File: config.mk
export PLATFORM = sky130hd
export DESIGN_NAME = multicycle_control_unit
export DESIGN_NICKNAME = d
export VERILOG_FILES = /design/src/rtl/cpu_ctrl_pkg.sv /design/src/rtl/multicycle_control_unit_decode.sv /design/src/rtl/multicycle_control_unit.sv
export SDC_FILE = /design/constraint.sdc
export NUM_CORES = 1
export LEC_CHECK = 0
export CAP_MARGIN = 20
export CORE_UTILIZATION = 40
export CTS_CLUSTER_SIZE = 14
export DETAILED_ROUTE_END_ITERATION = 12
export DONT_BUFFER_PORTS = 1
export PLACE_DENSITY_LB_ADDON = 0.12
export SETUP_SLACK_MARGIN = 0.05
export SYNTH_ARGS = -nofsm -noshare
export SYNTH_HDL_FRONTEND = slang
export SYNTH_SLANG_ARGS = --single-unit
File: constraint.sdc
create_clock -name Clock -period 2.8 [get_ports Clock]
set_clock_uncertainty 0.15 [all_clocks]
set_input_delay 0.42 -clock Clock [delete_from_list [all_inputs] [get_ports Clock]]
set_output_delay 0.42 -clock Clock [all_outputs]
set_load 0.005 [all_outputs]
File: src/rtl/cpu_ctrl_pkg.sv
// Shared encodings for the multi-cycle control unit: opcodes, ALUOp codes,
// FSM state encoding and the decoded control bundle.
package cpu_ctrl_pkg;

  localparam logic [3:0] OP_RTYPE = 4'h0;
  localparam logic [3:0] OP_SHIFT = 4'h1;
  localparam logic [3:0] OP_ADDI  = 4'h2;
  localparam logic [3:0] OP_ANDI  = 4'h3;
  localparam logic [3:0] OP_LW    = 4'h4;
  localparam logic [3:0] OP_SW    = 4'h5;
  localparam logic [3:0] OP_BEQ   = 4'h6;
  localparam logic [3:0] OP_HALT  = 4'hF;

  localparam logic [1:0] ALUOP_ADD   = 2'b00;
  localparam logic [1:0] ALUOP_SUB   = 2'b01;
  localparam logic [1:0] ALUOP_FUNCT = 2'b10;
  localparam logic [1:0] ALUOP_AND   = 2'b11;

  typedef enum logic [2:0] {
    ST_FETCH = 3'd0,
    ST_EXEC  = 3'd1,
    ST_MEM   = 3'd2,
    ST_WB    = 3'd3,
    ST_HALT  = 3'd4,
    ST_FAULT = 3'd5
  } state_t;

  typedef enum logic [2:0] {
    CL_NOP    = 3'd0,
    CL_ALU    = 3'd1,
    CL_LOAD   = 3'd2,
    CL_STORE  = 3'd3,
    CL_BRANCH = 3'd4,
    CL_HALT   = 3'd5
  } instr_class_t;

  // Select controls held from EXEC to the end of the instruction, plus its class.
  typedef struct packed {
    logic         reg_dst;
    logic         alu_src;
    logic         shift;
    logic         mem_to_reg;
    logic [1:0]   alu_op;
    instr_class_t cls;
  } ctrl_t;

endpackage

File: src/rtl/multicycle_control_unit_decode.sv
// Combinational opcode decoder: latched opcode -> select controls and
// instruction class used by the sequencing FSM.
module ctrl_decode
  import cpu_ctrl_pkg::*;
(
  input  logic [3:0] op,
  output ctrl_t      ctrl
);

  always_comb begin
    ctrl.reg_dst    = 1'b0;
    ctrl.alu_src    = 1'b0;
    ctrl.shift      = 1'b0;
    ctrl.mem_to_reg = 1'b0;
    ctrl.alu_op     = ALUOP_ADD;
    ctrl.cls        = CL_NOP;
    case (op)
      OP_RTYPE: begin
        ctrl.reg_dst = 1'b1;
        ctrl.alu_op  = ALUOP_FUNCT;
        ctrl.cls     = CL_ALU;
      end
      OP_SHIFT: begin
        ctrl.reg_dst = 1'b1;
        ctrl.shift   = 1'b1;
        ctrl.cls     = CL_ALU;
      end
      OP_ADDI: begin
        ctrl.alu_src = 1'b1;
        ctrl.cls     = CL_ALU;
      end
      OP_ANDI: begin
        ctrl.alu_src = 1'b1;
        ctrl.alu_op  = ALUOP_AND;
        ctrl.cls     = CL_ALU;
      end
      OP_LW: begin
        ctrl.alu_src    = 1'b1;
        ctrl.mem_to_reg = 1'b1;
        ctrl.cls        = CL_LOAD;
      end
      OP_SW: begin
        ctrl.alu_src = 1'b1;
        ctrl.cls     = CL_STORE;
      end
      OP_BEQ: begin
        ctrl.alu_op = ALUOP_SUB;
        ctrl.cls    = CL_BRANCH;
      end
      OP_HALT: ctrl.cls = CL_HALT;
      default: ctrl.cls = CL_NOP;
    endcase
  end

endmodule

File: src/rtl/multicycle_control_unit.sv
// Multi-cycle sequencer for the 16-bit datapath: FETCH/EXEC/MEM/WB with
// wait-state memory, memory timeout trap, halt, and retired-instruction count.
module multicycle_control_unit
  import cpu_ctrl_pkg::*;
#(
  parameter int MEM_TIMEOUT = 16,
  parameter int CNT_W       = 16
) (
  input  logic             Clock,
  input  logic             Reset,
  input  logic [3:0]       opcode,
  input  logic             MemReady,
  output logic             RegDst,
  output logic             Branch,
  output logic             MemRead,
  output logic             MemWrite,
  output logic             RegWrite,
  output logic             MemToReg,
  output logic             ALUSrc,
  output logic             Shift,
  output logic [1:0]       ALUOp,
  output logic             PCWrite,
  output logic             Halted,
  output logic             Fault,
  output logic [CNT_W-1:0] RetiredCount,
  output logic [2:0]       State
);

  localparam logic [7:0] TIMEOUT_CNT = 8'(MEM_TIMEOUT);

  state_t           state_reg, state_next;
  logic [3:0]       op_q, op_next;
  logic [7:0]       wait_reg, wait_next;
  logic [CNT_W-1:0] retired_reg;
  ctrl_t            ctrl;

  ctrl_decode u_decode (
    .op   (op_q),
    .ctrl (ctrl)
  );

  always_comb begin
    state_next = state_reg;
    op_next    = op_q;
    wait_next  = 8'd0;
    RegDst     = 1'b0;
    Branch     = 1'b0;
    MemRead    = 1'b0;
    MemWrite   = 1'b0;
    RegWrite   = 1'b0;
    MemToReg   = 1'b0;
    ALUSrc     = 1'b0;
    Shift      = 1'b0;
    ALUOp      = ALUOP_ADD;
    PCWrite    = 1'b0;
    Halted     = 1'b0;
    Fault      = 1'b0;

    // Selects stay stable for the whole life of the instruction after FETCH.
    if (state_reg == ST_EXEC || state_reg == ST_MEM || state_reg == ST_WB) begin
      RegDst   = ctrl.reg_dst;
      ALUSrc   = ctrl.alu_src;
      Shift    = ctrl.shift;
      MemToReg = ctrl.mem_to_reg;
      ALUOp    = ctrl.alu_op;
    end

    case (state_reg)
      ST_FETCH: begin
        op_next    = opcode;
        state_next = ST_EXEC;
      end
      ST_EXEC: begin
        case (ctrl.cls)
          CL_BRANCH: begin
            Branch     = 1'b1;
            PCWrite    = 1'b1;
            state_next = ST_FETCH;
          end
          CL_NOP: begin
            PCWrite    = 1'b1;
            state_next = ST_FETCH;
          end
          CL_LOAD, CL_STORE: state_next = ST_MEM;
          CL_HALT:           state_next = ST_HALT;
          default:           state_next = ST_WB;
        endcase
      end
      ST_MEM: begin
        MemRead  = (ctrl.cls == CL_LOAD);
        MemWrite = (ctrl.cls == CL_STORE);
        if (MemReady) begin
          if (ctrl.cls == CL_LOAD) begin
            state_next = ST_WB;
          end else begin
            PCWrite    = 1'b1;
            state_next = ST_FETCH;
          end
        end else if (wait_reg + 8'd1 >= TIMEOUT_CNT) begin
          state_next = ST_FAULT;
        end else begin
          wait_next = wait_reg + 8'd1;
        end
      end
      ST_WB: begin
        RegWrite   = 1'b1;
        PCWrite    = 1'b1;
        state_next = ST_FETCH;
      end
      ST_HALT:  Halted = 1'b1;
      ST_FAULT: Fault  = 1'b1;
      default:  state_next = ST_FETCH;
    endcase
  end

  always_ff @(posedge Clock) begin
    if (Reset) begin
      state_reg   <= ST_FETCH;
      op_q        <= 4'h0;
      wait_reg    <= 8'd0;
      retired_reg <= '0;
    end else begin
      state_reg <= state_next;
      op_q      <= op_next;
      wait_reg  <= wait_next;
      if (PCWrite) retired_reg <= retired_reg + CNT_W'(1);
    end
  end

  assign RetiredCount = retired_reg;
  assign State        = state_reg;

endmodule

==> metrics.md <==
| Metric | Value |
|---|---|
| Total track usage | 0.176 |
| Port Buf Inserts | 0 |
| Routability Congestion | 0.867 |
| Largest area contributor in the netlist | dfxtp_1 |
| Pre-antenna DRT Iters | 4 |
| Worst-path clk slew | 0.07 ns |
| Actual slew at the worst max-slew pin | 0.730 ns |
| Final Max Slew Viols | 0 |
| Initial Util | 0.422 |
| Yosys top cell area share | 0.336 |
| Largest register FFs | 16 |
| Crit start category | flip-flop |
| Antenna violations before repair | 0 |
| Synth unique cells | 47 |
| PwrDens | 509 mW/mm^2 |
| Std cell rows | 24 |
| Post-layout util | 0.454 |
| Relative slew margins | 0.510 |
| Antenna-violating nets left | 0 |
| Total Power | 1.01 mW |
| Hold-fix buffers, CTS | 0 |
| Crit-path max FO | 14 |
| Reg2Reg Setup Slack | 0.23 ns |
| Detailed Route Iter0 Violations | 81 |
| Die area | 0.00490 sq mm |
| Die width | 70.0 microns |
| # diodes | 0 |
| Hold WC Path Type | input pin to flip-flop |
| Bufs on Longest Clock Path | 2 |
| Synth Instances | 213 |
| Maximum vdd drop | 0.000247 V |
| Fmax | 389 MHz |
| Hold Fails Final Rpt | 0 |
| EDFF count, synth | 0 |
| Largest net degree at the start of global routing | 39 |
| TritonCTS buffer count | 5 |
| Post-DP HPWL | 2.82 mm |
| Worst-Skew Late Latency | 0.28 ns |
| Via count | 1563 |
| Post-layout instance area | 0.00199 sq mm |
| Critical Path AT | 2.59 ns |
| Vias in the first global route | 1482 |
| Max H-tree Level | 2 |
| Placed inst area | 0.00188 sq mm |
| Synthesis Warnings | 0 |
| Final WL | 4.12 mm |
| Sum Neg Setup Slack | 0 ns |
| Layout Nets | 227 |
| Syn avg cell area | 8.68 sq um |
| Req. time, crit path | 2.82 ns |
| Sinks on Clock Net | 31 |
| Layout cell share with drive strength beyond 1 | 0.183 |
| CP peak stage delay | 0.62 ns |
| Minimum clock period | 2.57 ns |
| CP max-delay cell | a2111oi_0 |
| CP endpoint kind | flip-flop |
| TritonCTS clock tree | done |
| # DRC | 0 |
| Ranking of synthesized cells by area | dfxtp_1 34%, mux2_2 6.1%, nor2_1 5.3%, nor2b_1 4.7%, mux2_4 4.1% |
| Pleak | 0.718 nW |
| Main synth FF type | dfxtp_1 |
| RSZ-0062 raised after global routing | false |
| Max Cap Viol | 0 |
| Root buffer cell | clkbuf_8 |
| Run status | finished clean |
| Final setup vio count | 0 |
| Ports | 39 |
| Routed wire per std cell | 15.2 microns |
| Total grt overflow | 0 |
| Crit path kind | flip-flop to flip-flop |
| Die Span Y | 70.0 microns |
| Fin crit share | 0.919 |
| Vias/cell | 5.79 |
| Area Overhead vs Synth | 7.58% |
| Asr flop ratio synth | 0 |
| Cells along the critical path | a21oi_1 > or3_1 > a2111oi_0 > mux2_2 |
| First-pass GRT wire length | 6.82 mm |
| Cell area after synthesis | 0.00185 sq mm |
| Seq/Total Area, Yosys | 0.336 |
| Core area | 0.00438 sq mm |
| Flops & latches, synth | 31 |
==> cell usage in the layout (no fill, tap or decap), drive strengths merged, types with 2 or more instances in the layout <==
| master | synthesis | layout |
|---|---|---|
| dfxtp | 31 | 31 |
| nor2 | 26 | 26 |
| mux2 | 15 | 15 |
| nor2b | 14 | 14 |
| nand3 | 13 | 13 |
| a21oi | 13 | 13 |
| nand2 | 11 | 11 |
| nor3 | 10 | 10 |
| buf | 4 | 7 |
| a211oi | 6 | 6 |
| clkbuf | 8 | 6 |
| nand2b | 5 | 5 |
| and4 | 4 | 4 |
| inv | 4 | 4 |
| xor2 | 4 | 4 |
| nand4 | 4 | 4 |
| mux2i | 4 | 4 |
| conb | 1 | 4 |
| a2111oi | 4 | 4 |
| or3 | 3 | 3 |
| nor4 | 3 | 3 |
| o21ai | 3 | 3 |
| xnor2 | 2 | 2 |
| and2 | 2 | 2 |
| nor3b | 2 | 2 |
| ha | 2 | 2 |
| or4b | 2 | 2 |
| a21o | 2 | 2 |
==> per-layer routing <==
layer	GRT usage	routed length, microns	vias to the layer above
met4	0.0889	44	0
li1	-	-	771
met3	0.0794	296	4
met2	0.264	1890	49
met5	0	0	-
met1	0.212	1890	739
==> cells in the mapped netlist (2+ instances only) <==
| library cell | count |
|---|---|
| xor2_1 | 4 |
| mux2_4 | 5 |
| xnor2_1 | 2 |
| and2_1 | 2 |
| nor3_1 | 10 |
| mux2i_1 | 4 |
| a211oi_1 | 6 |
| buf_2 | 2 |
| nor2_1 | 26 |
| nand4_1 | 4 |
| a2111oi_0 | 3 |
| nor4_1 | 3 |
| nor3b_1 | 2 |
| ha_1 | 2 |
| nand2b_1 | 5 |
| or3_1 | 3 |
| nor2b_1 | 14 |
| a21oi_2 | 5 |
| and4_1 | 4 |
| dfxtp_1 | 31 |
| o21ai_0 | 3 |
| nand3_1 | 13 |
| clkbuf_1 | 7 |
| inv_1 | 4 |
| mux2_2 | 10 |
| a21oi_1 | 8 |
| nand2_1 | 11 |
==> power breakdown <==
| group | switching (mW) | total, mW | leakage [nW] | internal [mW] |
|---|---|---|---|---|
| combinational | 0.0891 | 0.162 | 0.418 | 0.0727 |
| clock | 0.161 | 0.353 | 0.0470 | 0.193 |
| sequential | 0.0372 | 0.497 | 0.253 | 0.460 |
==> metrics by stage <==
step	setup slack, ns	instances	hold WS [ns]
after detailed placement	0.317	260	0.345
after CTS	0.0869	267	0.0349
after global placement	0.407	260	0.344
final	0.226	270	0.0475
after floorplan	0.682	216	0.321
after global routing	0.171	270	0.0295
==> critical path: cells and delay by family, from the launching register on <==
family | cells | cell delay [ns]
mux | 1 | 0.40
flops | 1 | 0.53
compound gates | 2 | 0.77
simple gates | 1 | 0.61
==> final timing paths <==
check                                                      to  depth (start not counted)              startpoint
worst max-delay path            RetiredCount[13]$_SDFFE_PP0P_                          4    op_q[2]$_SDFFE_PP0P_
worst min-delay path             RetiredCount[1]$_SDFFE_PP0P_                          1                   Reset
worst min register to register         wait_reg[0]$_SDFF_PP0_                          1  wait_reg[0]$_SDFF_PP0_
worst max register to register  RetiredCount[13]$_SDFFE_PP0P_                          4    op_q[2]$_SDFFE_PP0P_
==> logic make-up (layout without fill, tap and decap cells) <==
logic type               count (synthesis)  in the layout  share of synthesized area
buffers and inverters                   16             18                     0.0494
adder cells (fa/ha/maj)                  2              2                     0.0135
XOR/XNOR                                 6              6                     0.0284
multiplexers                            19             19                      0.123
AND/OR/NAND/NOR                        102            102                      0.296
other                                    1              4                    0.00203
flip-flops                              31             31                      0.336
AO/OA/AOI/OAI                           36             36                      0.152
==> what timing repair did <==
| action | 4_1_cts | 5_1_grt |
|---|---|---|
| endpoints found under the setup margin | 0 | 1 |
| endpoints found under the hold margin | 0 | 0 |
| setup buffers | 0 | 3 |
| gates resized for setup | 0 | 0 |
==> layout make-up <==
class,count,area [sq um]
fill,428,2390
tap,52,65.1
sequential,31,621
inverter,4,15.0
timing repair buffer,7,52.6
multi-input combinational,169,1150
clock buffer,6,82.6
clock inverter,1,5.00
(Power assumes the default switching activity.)
